### src/rtl/ngalu_pkg.sv
// Shared types for the sequential nandgame ALU: opcodes, flag layout and FSM states.
package ngalu_pkg;

   typedef enum logic [3:0] {
      OP_AND = 4'h0,
      OP_OR  = 4'h1,
      OP_XOR = 4'h2,
      OP_NOT = 4'h3,
      OP_ADD = 4'h4,
      OP_INC = 4'h5,
      OP_SUB = 4'h6,
      OP_DEC = 4'h7,
      OP_MUL = 4'h8,
      OP_SHL = 4'h9,
      OP_SHR = 4'hA,
      OP_SAR = 4'hB
   } alu_op_e;

   typedef struct packed {
      logic ovf;
      logic carry;
      logic neg;
      logic zero;
   } alu_flags_t;

   typedef enum logic {
      ST_IDLE = 1'b0,
      ST_MUL  = 1'b1
   } ngalu_state_e;

   localparam logic [3:0] ALU_OP_RESERVED_LO = 4'hC;

endpackage

### src/rtl/ngalu_seq_if.sv
// Request/response bundle between decode (master) and the ALU (slave).
interface ngalu_seq_if
   import ngalu_pkg::*;
#(
   parameter int WIDTH = 16
);
   logic             in_valid;
   logic             in_ready;
   logic [3:0]       opcode;
   logic             zx;
   logic             sw;
   logic [WIDTH-1:0] reg1;
   logic [WIDTH-1:0] reg2;
   logic             out_valid;
   logic             out_ready;
   logic [WIDTH-1:0] outval;
   alu_flags_t       flags;
   logic             illegal;

   modport master (
      output in_valid, opcode, zx, sw, reg1, reg2, out_ready,
      input  in_ready, out_valid, outval, flags, illegal
   );

   modport slave (
      input  in_valid, opcode, zx, sw, reg1, reg2, out_ready,
      output in_ready, out_valid, outval, flags, illegal
   );
endinterface

### src/rtl/ngalu_mul.sv
// Iterative unsigned shift-add multiplier, one partial product per cycle (used with NGALU_SEQ_MUL_EN).
// done_o and product_o describe the iteration in progress, so the caller can load on the final edge.
module ngalu_mul #(
   parameter int WIDTH = 16
) (
   input  logic               clk,
   input  logic               rst_n,
   input  logic               start_i,
   input  logic [WIDTH-1:0]   a_i,
   input  logic [WIDTH-1:0]   b_i,
   output logic               busy_o,
   output logic               done_o,
   output logic [2*WIDTH-1:0] product_o
);
   localparam int CW = $clog2(WIDTH);

   logic [2*WIDTH-1:0] acc_q, acc_d, mcand_q, mcand_d, accNext;
   logic [WIDTH-1:0]   mplier_q, mplier_d;
   logic [CW-1:0]      count_q, count_d;
   logic               busy_q, busy_d;

   assign accNext   = mplier_q[0] ? (acc_q + mcand_q) : acc_q;
   assign done_o    = busy_q && (count_q == CW'(WIDTH - 1));
   assign busy_o    = busy_q;
   assign product_o = accNext;

   always_comb begin
      acc_d    = acc_q;
      mcand_d  = mcand_q;
      mplier_d = mplier_q;
      count_d  = count_q;
      busy_d   = busy_q;
      if (start_i) begin
         acc_d    = '0;
         mcand_d  = {{WIDTH{1'b0}}, a_i};
         mplier_d = b_i;
         count_d  = '0;
         busy_d   = 1'b1;
      end else if (busy_q) begin
         acc_d    = accNext;
         mcand_d  = mcand_q << 1;
         mplier_d = mplier_q >> 1;
         count_d  = count_q + CW'(1);
         busy_d   = !done_o;
      end
   end

   always_ff @(posedge clk or negedge rst_n) begin
      if (!rst_n) begin
         acc_q    <= '0;
         mcand_q  <= '0;
         mplier_q <= '0;
         count_q  <= '0;
         busy_q   <= 1'b0;
      end else begin
         acc_q    <= acc_d;
         mcand_q  <= mcand_d;
         mplier_q <= mplier_d;
         count_q  <= count_d;
         busy_q   <= busy_d;
      end
   end

endmodule

### src/rtl/ngalu_seq.sv
// Handshaked nandgame ALU with registered result and flags.
// Define NGALU_SEQ_MUL_EN to build the iterative multiplier for opcode 8; otherwise opcode 8 is reserved.
module ngalu_seq
   import ngalu_pkg::*;
#(
   parameter int WIDTH = 16
) (
   input  logic       clk,
   input  logic       rst_n,
   ngalu_seq_if.slave bus
);
   localparam int SHW = $clog2(WIDTH);

   logic [WIDTH-1:0] xOp, yOp, aluRes;
   logic [SHW-1:0]   shAmt;
   logic [WIDTH:0]   addB, addSum;
   logic             addCin, addOvf, isArith, isLegal, isMulOp;
   logic             outFree, accept, loadAlu;
   alu_flags_t       aluFlags;

   logic [WIDTH-1:0] outval_q, outval_d;
   alu_flags_t       flags_q, flags_d;
   logic             illegal_q, illegal_d, outValid_q, outValid_d;

   assign yOp    = bus.sw ? bus.reg1 : bus.reg2;
   assign xOp    = bus.zx ? '0 : (bus.sw ? bus.reg2 : bus.reg1);
   assign shAmt  = yOp[SHW-1:0];
   assign addSum = {1'b0, xOp} + addB + {{WIDTH{1'b0}}, addCin};
   assign addOvf = (xOp[WIDTH-1] == addB[WIDTH-1]) && (addSum[WIDTH-1] != xOp[WIDTH-1]);

   always_comb begin
      addB    = '0;
      addCin  = 1'b0;
      isArith = 1'b0;
      isMulOp = 1'b0;
      isLegal = (bus.opcode < ALU_OP_RESERVED_LO);
      aluRes  = '0;
      case (bus.opcode)
         OP_AND: aluRes = xOp & yOp;
         OP_OR:  aluRes = xOp | yOp;
         OP_XOR: aluRes = xOp ^ yOp;
         OP_NOT: aluRes = ~xOp;
         OP_ADD: begin addB = {1'b0, yOp}; isArith = 1'b1; end
         OP_INC: begin addB = (WIDTH+1)'(1); isArith = 1'b1; end
         OP_SUB: begin addB = {1'b0, ~yOp}; addCin = 1'b1; isArith = 1'b1; end
         OP_DEC: begin addB = {1'b0, {WIDTH{1'b1}}}; isArith = 1'b1; end
`ifdef NGALU_SEQ_MUL_EN
         OP_MUL: isMulOp = 1'b1;
`else
         OP_MUL: isLegal = 1'b0;
`endif
         OP_SHL: aluRes = xOp << shAmt;
         OP_SHR: aluRes = xOp >> shAmt;
         OP_SAR: aluRes = $unsigned($signed(xOp) >>> shAmt);
         default: ;
      endcase
      if (isArith) aluRes = addSum[WIDTH-1:0];
   end

   assign aluFlags.ovf   = isArith && addOvf;
   assign aluFlags.carry = isArith && addSum[WIDTH];
   assign aluFlags.neg   = aluRes[WIDTH-1];
   assign aluFlags.zero  = (aluRes == '0);

   assign bus.in_ready = rst_n && outFree;
   assign accept       = bus.in_valid && bus.in_ready;
   assign loadAlu      = accept && !isMulOp;

`ifdef NGALU_SEQ_MUL_EN
   ngalu_state_e       state_q, state_d;
   logic               mulStart, mulBusy, mulDone;
   logic [2*WIDTH-1:0] mulProd;
   alu_flags_t         mulFlags;

   ngalu_mul #(.WIDTH(WIDTH)) uMul (
      .clk       (clk),
      .rst_n     (rst_n),
      .start_i   (mulStart),
      .a_i       (xOp),
      .b_i       (yOp),
      .busy_o    (mulBusy),
      .done_o    (mulDone),
      .product_o (mulProd)
   );

   assign mulFlags.ovf   = 1'b0;
   assign mulFlags.carry = |mulProd[2*WIDTH-1:WIDTH];
   assign mulFlags.neg   = mulProd[WIDTH-1];
   assign mulFlags.zero  = (mulProd[WIDTH-1:0] == '0);
   assign outFree        = (state_q == ST_IDLE) && (!outValid_q || bus.out_ready);

   // A stray idle multiplier while in MUL falls back to IDLE rather than locking up issue.
   always_comb begin
      state_d  = state_q;
      mulStart = 1'b0;
      case (state_q)
         ST_IDLE: if (accept && isMulOp) begin
            state_d  = ST_MUL;
            mulStart = 1'b1;
         end
         ST_MUL:  if (mulDone || !mulBusy) state_d = ST_IDLE;
         default: state_d = ST_IDLE;
      endcase
   end

   always_ff @(posedge clk or negedge rst_n) begin
      if (!rst_n) state_q <= ST_IDLE;
      else        state_q <= state_d;
   end
`else
   assign outFree = !outValid_q || bus.out_ready;
`endif

   always_comb begin
      outval_d   = outval_q;
      flags_d    = flags_q;
      illegal_d  = illegal_q;
      outValid_d = outValid_q;
      if (outValid_q && bus.out_ready) outValid_d = 1'b0;
      if (loadAlu) begin
         outval_d   = aluRes;
         flags_d    = aluFlags;
         illegal_d  = !isLegal;
         outValid_d = 1'b1;
      end
`ifdef NGALU_SEQ_MUL_EN
      if (mulDone) begin
         outval_d   = mulProd[WIDTH-1:0];
         flags_d    = mulFlags;
         illegal_d  = 1'b0;
         outValid_d = 1'b1;
      end
`endif
   end

   always_ff @(posedge clk or negedge rst_n) begin
      if (!rst_n) begin
         outval_q   <= '0;
         flags_q    <= '0;
         illegal_q  <= 1'b0;
         outValid_q <= 1'b0;
      end else begin
         outval_q   <= outval_d;
         flags_q    <= flags_d;
         illegal_q  <= illegal_d;
         outValid_q <= outValid_d;
      end
   end

   assign bus.out_valid = outValid_q;
   assign bus.outval    = outval_q;
   assign bus.flags     = flags_q;
   assign bus.illegal   = illegal_q;

endmodule

### src/flat_wrapper.sv
// flat-port wrapper written by rule: the top's interface ports become plain ports
module ngalu_seq_flat import ngalu_pkg::*;
#(
   parameter int WIDTH = 16
)
  (clk, rst_n, bus_in_valid, bus_opcode, bus_zx, bus_sw, bus_reg1, bus_reg2, bus_out_ready, bus_in_ready, bus_out_valid, bus_outval, bus_flags, bus_illegal);
  ngalu_seq_if #(.WIDTH(WIDTH)) bus_i ();
  input  logic clk;
  input  logic rst_n;
  input wire logic [$bits(bus_i.in_valid)-1:0] bus_in_valid;
  input wire logic [$bits(bus_i.opcode)-1:0] bus_opcode;
  input wire logic [$bits(bus_i.zx)-1:0] bus_zx;
  input wire logic [$bits(bus_i.sw)-1:0] bus_sw;
  input wire logic [$bits(bus_i.reg1)-1:0] bus_reg1;
  input wire logic [$bits(bus_i.reg2)-1:0] bus_reg2;
  input wire logic [$bits(bus_i.out_ready)-1:0] bus_out_ready;
  output wire logic [$bits(bus_i.in_ready)-1:0] bus_in_ready;
  output wire logic [$bits(bus_i.out_valid)-1:0] bus_out_valid;
  output wire logic [$bits(bus_i.outval)-1:0] bus_outval;
  output wire logic [$bits(bus_i.flags)-1:0] bus_flags;
  output wire logic [$bits(bus_i.illegal)-1:0] bus_illegal;
  assign bus_i.in_valid = bus_in_valid;
  assign bus_i.opcode = bus_opcode;
  assign bus_i.zx = bus_zx;
  assign bus_i.sw = bus_sw;
  assign bus_i.reg1 = bus_reg1;
  assign bus_i.reg2 = bus_reg2;
  assign bus_i.out_ready = bus_out_ready;
  assign bus_in_ready = bus_i.in_ready;
  assign bus_out_valid = bus_i.out_valid;
  assign bus_outval = bus_i.outval;
  assign bus_flags = bus_i.flags;
  assign bus_illegal = bus_i.illegal;
  ngalu_seq #(.WIDTH(WIDTH)) u_core (.clk(clk), .rst_n(rst_n), .bus(bus_i));
endmodule
### config.mk
export PLATFORM = sky130hd
export DESIGN_NAME = ngalu_seq_flat
export DESIGN_NICKNAME = d
export VERILOG_FILES = /design/src/rtl/ngalu_pkg.sv /design/src/rtl/ngalu_seq_if.sv /design/src/rtl/ngalu_mul.sv /design/src/rtl/ngalu_seq.sv /design/src/flat_wrapper.sv
export SDC_FILE = /design/constraint.sdc
export NUM_CORES = 1
export LEC_CHECK = 0
export CORE_AREA = 2 2 112 114
export DETAILED_ROUTE_END_ITERATION = 10
export DIE_AREA = 0 0 114 116
export PLACE_DENSITY = 0.71
export SLEW_MARGIN = 25
export SYNTH_ARGS = -nofsm -noshare
export SYNTH_HDL_FRONTEND = slang
export SYNTH_SLANG_ARGS = --single-unit
### constraint.sdc
create_clock -name clk -period 1.7 [get_ports clk]
set_input_delay 0.17 -clock clk [delete_from_list [all_inputs] [get_ports clk]]
set_output_delay 0.17 -clock clk [all_outputs]
set_load 0.01 [all_outputs]
* Word level (Yosys, flattened, before mapping)
Cells that the tools add are included.
** Storage, ports and cells
- Input bits :: 42
- Flip-flop bits (word level) :: 22
- Word-level logic and storage cells :: 55
- Output and inout bits :: 23
** Cells by class
- Bitwise operators :: 5
- Shift-type cells :: 3
- Magnitude comparators :: 1
- Muxes and demuxes :: 11
- Eq/ne operators :: 13
- Add/subtract/negate cells :: 2
- Reductions and logical operators :: 13
** Operators by type and width (count)
- 16-bit one-hot mux with 7 select lines :: 1
- 16-bit two-way mux :: 4
- 16-bit one-hot mux with 4 select lines :: 1
- 16-bit inverter :: 2
- 16-bit by 16-bit adder with 17-bit output :: 1
- 17-bit by 1-bit adder with 17-bit output :: 1
- 16-bit bitwise AND :: 1
- 4-bit by 3-bit == test with 1-bit output, second input constant :: 4
- 4-bit == test, second input constant :: 4
- 16-bit zero test :: 1
- 16-bit OR :: 1
- 16-bit by 4-bit left shift with 16-bit output :: 1
- 16-bit by 4-bit right shift with 16-bit output :: 1
- 16-bit by 4-bit >>> shifter with 16-bit output :: 1
- 16-bit XOR :: 1
- 4-bit by 2-bit == test with 1-bit output, second input constant :: 2
- 1-bit logical AND :: 6
- 1-bit two-way mux :: 5
- 4-bit by 1-bit == test with 1-bit output, second input constant :: 1
- 4-bit zero test :: 1
- 4-bit less-than comparator, second input constant :: 1
- 4-bit OR reduction :: 1
- 1-bit zero test :: 2
- 2-bit nonzero test :: 1
- 3 further kinds :: 3

* Longest topological paths before layout
- Depth after elaboration :: 8
- Depth in mapped cells :: 19
- Mapped depth without buffers :: 16

* Worst setup path before layout
OpenSTA, ideal clock, no wires.
- Path type :: input to register
- Start :: input bus_opcode[1]
- End :: register u_core.flags_q, in the netlist u_core.bus.flags[0]
- Path buffers :: 4
- Stages :: 18
- Data arrival time :: 4.002 ns
- Setup time :: 0.095 ns
- Required time :: 1.605 ns
- Setup slack :: -2.398 ns
- Path through :: clkbuf_1 clkbuf_1 clkbuf_1 clkbuf_1 xnor2_1 o21ai_0 fa_1 inv_1 fa_1 a21oi_1 o211ai_1 a31oi_1 xor2_1 nor2_1 or4_1 nor4_1 nand3_1 o31ai_1
** On the way
- Cells in the longest elaborated chain, start to end :: 6
- Elaborated cells between the ends (all ways) :: 20
- Those cells by class :: add/sub: 2; eq/ne: 10; mux: 5; reduce/logical: 3
** Ends and longest elaborated chain
- from (decl) :: RTL line flat_wrapper.sv:11 : input wire logic [$bits(bus_i.opcode)-1:0] bus_opcode;
- 4-bit by 3-bit == test with 1-bit output :: RTL line ngalu_seq.sv:38 : case (bus.opcode)
- 16-bit one-hot mux with 4 select lines :: RTL line ngalu_seq.sv:38
- 16-bit by 16-bit adder with 17-bit output :: RTL line ngalu_seq.sv:28 : assign addSum = {1'b0, xOp} + addB + {{WIDTH{1'b0}}, addCin};
- 17-bit by 1-bit adder with 17-bit output :: RTL line ngalu_seq.sv:28
- 16-bit two-way mux * :: RTL line ngalu_seq.sv:57 : if (isArith) aluRes = addSum[WIDTH-1:0];
- 16-bit zero test * :: RTL line ngalu_seq.sv:63 : assign aluFlags.zero = (aluRes == '0);
- to (signal assigned) :: RTL line ngalu_seq.sv:144 : flags_q <= flags_d;
- to (decl) :: RTL line ngalu_seq.sv:22 : alu_flags_t flags_q, flags_d;
Mark *: on every way between the ends. The rest lies on a longest branch, timed or not.
A chain may end at the register's enable or synchronous reset.

* Worst setup path after layout
- Start :: input bus_sw
- End :: register u_core.flags_q, in the netlist u_core.bus.flags[0]
** On the way
- Cells in the longest elaborated chain, start to end :: 7
- Elaborated cells between the ends (all ways) :: 17
- Those cells by class :: add/sub: 2; shift: 3; mux: 6; bitwise: 5; reduce/logical: 1
** Ends and longest elaborated chain
- from (decl) :: RTL line flat_wrapper.sv:13 : input wire logic [$bits(bus_i.sw)-1:0] bus_sw;
- 16-bit two-way mux :: RTL line ngalu_seq.sv:25 : assign yOp = bus.sw ? bus.reg1 : bus.reg2;
- 16-bit inverter :: RTL line ngalu_seq.sv:45 : OP_SUB: begin addB = {1'b0, ~yOp}; addCin = 1'b1; isArith = 1'b1; end
- 16-bit one-hot mux with 4 select lines :: RTL line ngalu_seq.sv:38
- 16-bit by 16-bit adder with 17-bit output :: RTL line ngalu_seq.sv:28
- 17-bit by 1-bit adder with 17-bit output :: RTL line ngalu_seq.sv:28
- 16-bit two-way mux * :: RTL line ngalu_seq.sv:57
- 16-bit zero test * :: RTL line ngalu_seq.sv:63
Marks and branches as above.

==> results.sh <==
export IMPL_status="complete, but fails checks"
export IMPL_violations="negative setup slack"
export IMPL_timing_final_crit_share=2.02
export IMPL_postRouteAntennaNets=0
export IMPL_numCtsBuffers=3
export IMPL_routabilityCongestion=1.10
export IMPL_fillers=843
export IMPL_finalSetupTns_ns=-24.46
export IMPL_route_detailed_drc=0
export IMPL_grt_overflow_total=0
export IMPL_setup_viol=19
export IMPL_hold_class="input pin to asynchronous set/reset pin"
export IMPL_vias=8454
export IMPL_die_area_um2=13200
export IMPL_async_reset_ff_frac=1.00
export IMPL_seq_area_frac_synth=0.0892
export IMPL_drive_gt1_frac=0.378
export IMPL_place_port_buffers=64
export IMPL_yosysMostFrequentCell="nor2_1"
export IMPL_grt_pass1_vias=7876
export IMPL_synth_area_leaders="ha_1, dfrtp_1, mux2i_1, a21oi_1, o21ai_0"
export IMPL_drt_iter0_markers=1189
export IMPL_cts_tree="done"
export IMPL_wl_met1_mm=11.3
export IMPL_antenna_found_initial=0
export IMPL_hold_viol_final=0
export IMPL_clock_skew_ns=0.00120
export IMPL_p_leak_nw=4.21
export IMPL_ys_top_cells_by_count="nor2_1, nand2_1, a21oi_1"
export IMPL_clock_sinks=21
export IMPL_vias_per_cell=6.52
export IMPL_io_pins=65
export IMPL_design_area_um2=9380
export IMPL_cpPeakStageDelay_ns=0.37
export IMPL_fmax_mhz=292
export IMPL_synth_ff_type="dfrtp_1"
export IMPL_dieWidth_um=114
export IMPL_drv_slew=0
export IMPL_yosysWarnings=0
export IMPL_grt_max_degree=34
export IMPL_highest_layer="met4"
export IMPL_synth_top_area_cell="ha_1"
export IMPL_syn_avg_cell_area_um2=7.04
export IMPL_initial_utilization=0.494
export IMPL_syn_inst=837
export IMPL_ys_types=84
export IMPL_power_density_nw_per_um2=443
export IMPL_peakVddDrop_mv=0.364
export IMPL_cts_root_buffer="clkbuf_16"
export IMPL_crit_chain="buf_8 > buf_4 > mux2i_4 > or3_1 > a21oi_1 > ha_1 > o21ai_1 > a21oi_2 > buf_4 > nor4_2 > a31oi_4 > a311o_1 > o2111ai_2 > nor4_2 > nand3_1 > o31ai_2"
export IMPL_grt_usage=0.416
export IMPL_synth_top_area_share=0.102
export IMPL_synth_cell_area_um2=5890
export IMPL_clkTransAtPathRegs_ns=0.06
export IMPL_place_area_um2=8770
export IMPL_antennaDiodeCount=0
export IMPL_area_growth_synth_to_final_pct=59.2
export IMPL_critical_path_slowest_cell="nor4_2"
export IMPL_critPathTopFamily="compound AO/OA/AOI/OAI gates"
export IMPL_insertion_delay_ns=0.25
export IMPL_synth_nets=929
export IMPL_wl_met3_mm=2.77
export IMPL_die_h_um=116
export IMPL_fin_nets=1243
export IMPL_path_max_fanout=12
export IMPL_clk_path_buf_depth=2
export IMPL_path_class="input pin to flop"
export IMPL_synth_edf_count=0
export IMPL_pre_cts_slack_ns=-2.17
export IMPL_hpwl_mm=22.3
export IMPL_rsz0062_at_grt="yes"
export IMPL_tightest_slew_ns=0.689
export IMPL_firstDrtPassIters=5
export IMPL_core_area_um2=11900
export IMPL_worstPathRequired_ns=1.86
export IMPL_routed_wl_mm=29.2
export IMPL_final_util=0.787
export IMPL_ys_ff_latch=21
export IMPL_path_buf_inv=3
export IMPL_cp_arrival_ns=3.59
export IMPL_cp_start_kind="input pin"
export IMPL_wl_per_cell_um=22.5
export IMPL_drv_cap=0
export IMPL_period_needed_ns=3.43
export IMPL_row_count=40
export IMPL_fin_ws_ns=-1.73
export IMPL_critPathCaptureType="flop"
export IMPL_cts_max_level=1
export IMPL_maxSlewHeadroom=0.535
export IMPL_grt_pass1_wl_mm=42.9
export IMPL_wl_met2_mm=13.1
## layout make-up
type	instances	area [um^2]	share of cell area
multi-input cells	699	5350	0.570
repair buffers	377	3050	0.326
clock inverters	1	5.00	0.000534
inverters	49	189	0.0202
flip-flops and latches	21	526	0.0561
clock buffers	3	75.1	0.00801
well taps	147	184	0.0196
## logic make-up (layout without fill, tap and decap cells)
logic type               after synthesis  count (layout)  share of synthesized area
AND/OR/NAND/NOR                      294             294                      0.257
AO/OA/AOI/OAI                        286             286                      0.325
buffers and inverters                117             430                     0.0865
multiplexers                          61              61                      0.121
adder cells (fa/ha/maj)               50              50                      0.109
flip-flops                            21              21                     0.0892
XOR/XNOR                               8               8                     0.0119
## path summary, 6_finish.rpt
| path | startpoint | end | slack [ns] | cells after the start |
|---|---|---|---|---|
| min in group clk | u_core.bus.outval[8] | u_core.bus.outval[8] | 0.47 | 2 |
| hold / removal | rst_n | u_core.bus.outval[1] | 0.33 | 2 |
| setup reg to reg | u_core.bus.out_valid | u_core.bus.flags[0] | -0.26 | 8 |
| max in group asynchronous | rst_n | u_core.bus.outval[7] | 1.15 | 2 |
| hold reg to reg | u_core.bus.outval[8] | u_core.bus.outval[8] | 0.47 | 2 |
| setup / recovery | bus_sw | u_core.bus.flags[0] | -1.73 | 16 |
## power breakdown
group | internal (mW) | switching (mW)
Clock | 0.316 | 0.185
Combinational | 1.46 | 1.55
Sequential | 0.590 | 0.0586
## sequential cells by signal, summed over array words and instances (netlist names)
signal and count:
u_core.bus.flags 4, u_core.bus.illegal 1, u_core.bus.out_valid 1, u_core.bus.outval 15
## placed cells by master, fill, tap and decap left out, types with 32 or more instances in the layout
cell / count
a21oi_1: 48
mux2i_1: 38
inv_1: 38
nor2_1: 63
nor3_1: 32
clkdlybuf4s50_1: 44
o21ai_0: 43
nand2_1: 58
ha_1: 45
buf_4: 299
## metrics by stage
| step | instances | hold slack (ns) | total power, mW |
|---|---|---|---|
| floorplan | 837 | -0.126 | 1.98 |
| global placement | 1277 | 0.457 | 3.26 |
| detailed placement | 1277 | 0.462 | 3.34 |
| CTS | 1289 | 0.344 | 3.93 |
| global route | 1297 | 0.355 | 4.33 |
| finish | 1297 | 0.330 | 4.16 |
## layer usage
layer | vias up | GRT usage
met5 | - | 0
met4 | 0 | 0.225
met3 | 162 | 0.0403
met2 | 587 | 0.685
met1 | 3917 | 0.541
li1 | 3788 | -
## repair_timing
action,CTS,global route
buffers inserted,8,11
setup endpoints to repair,19,19
pin swaps,25,47
hold buffers,0,0
gates cloned,0,0
resized for setup,72,45
(Power assumes the default switching activity.)
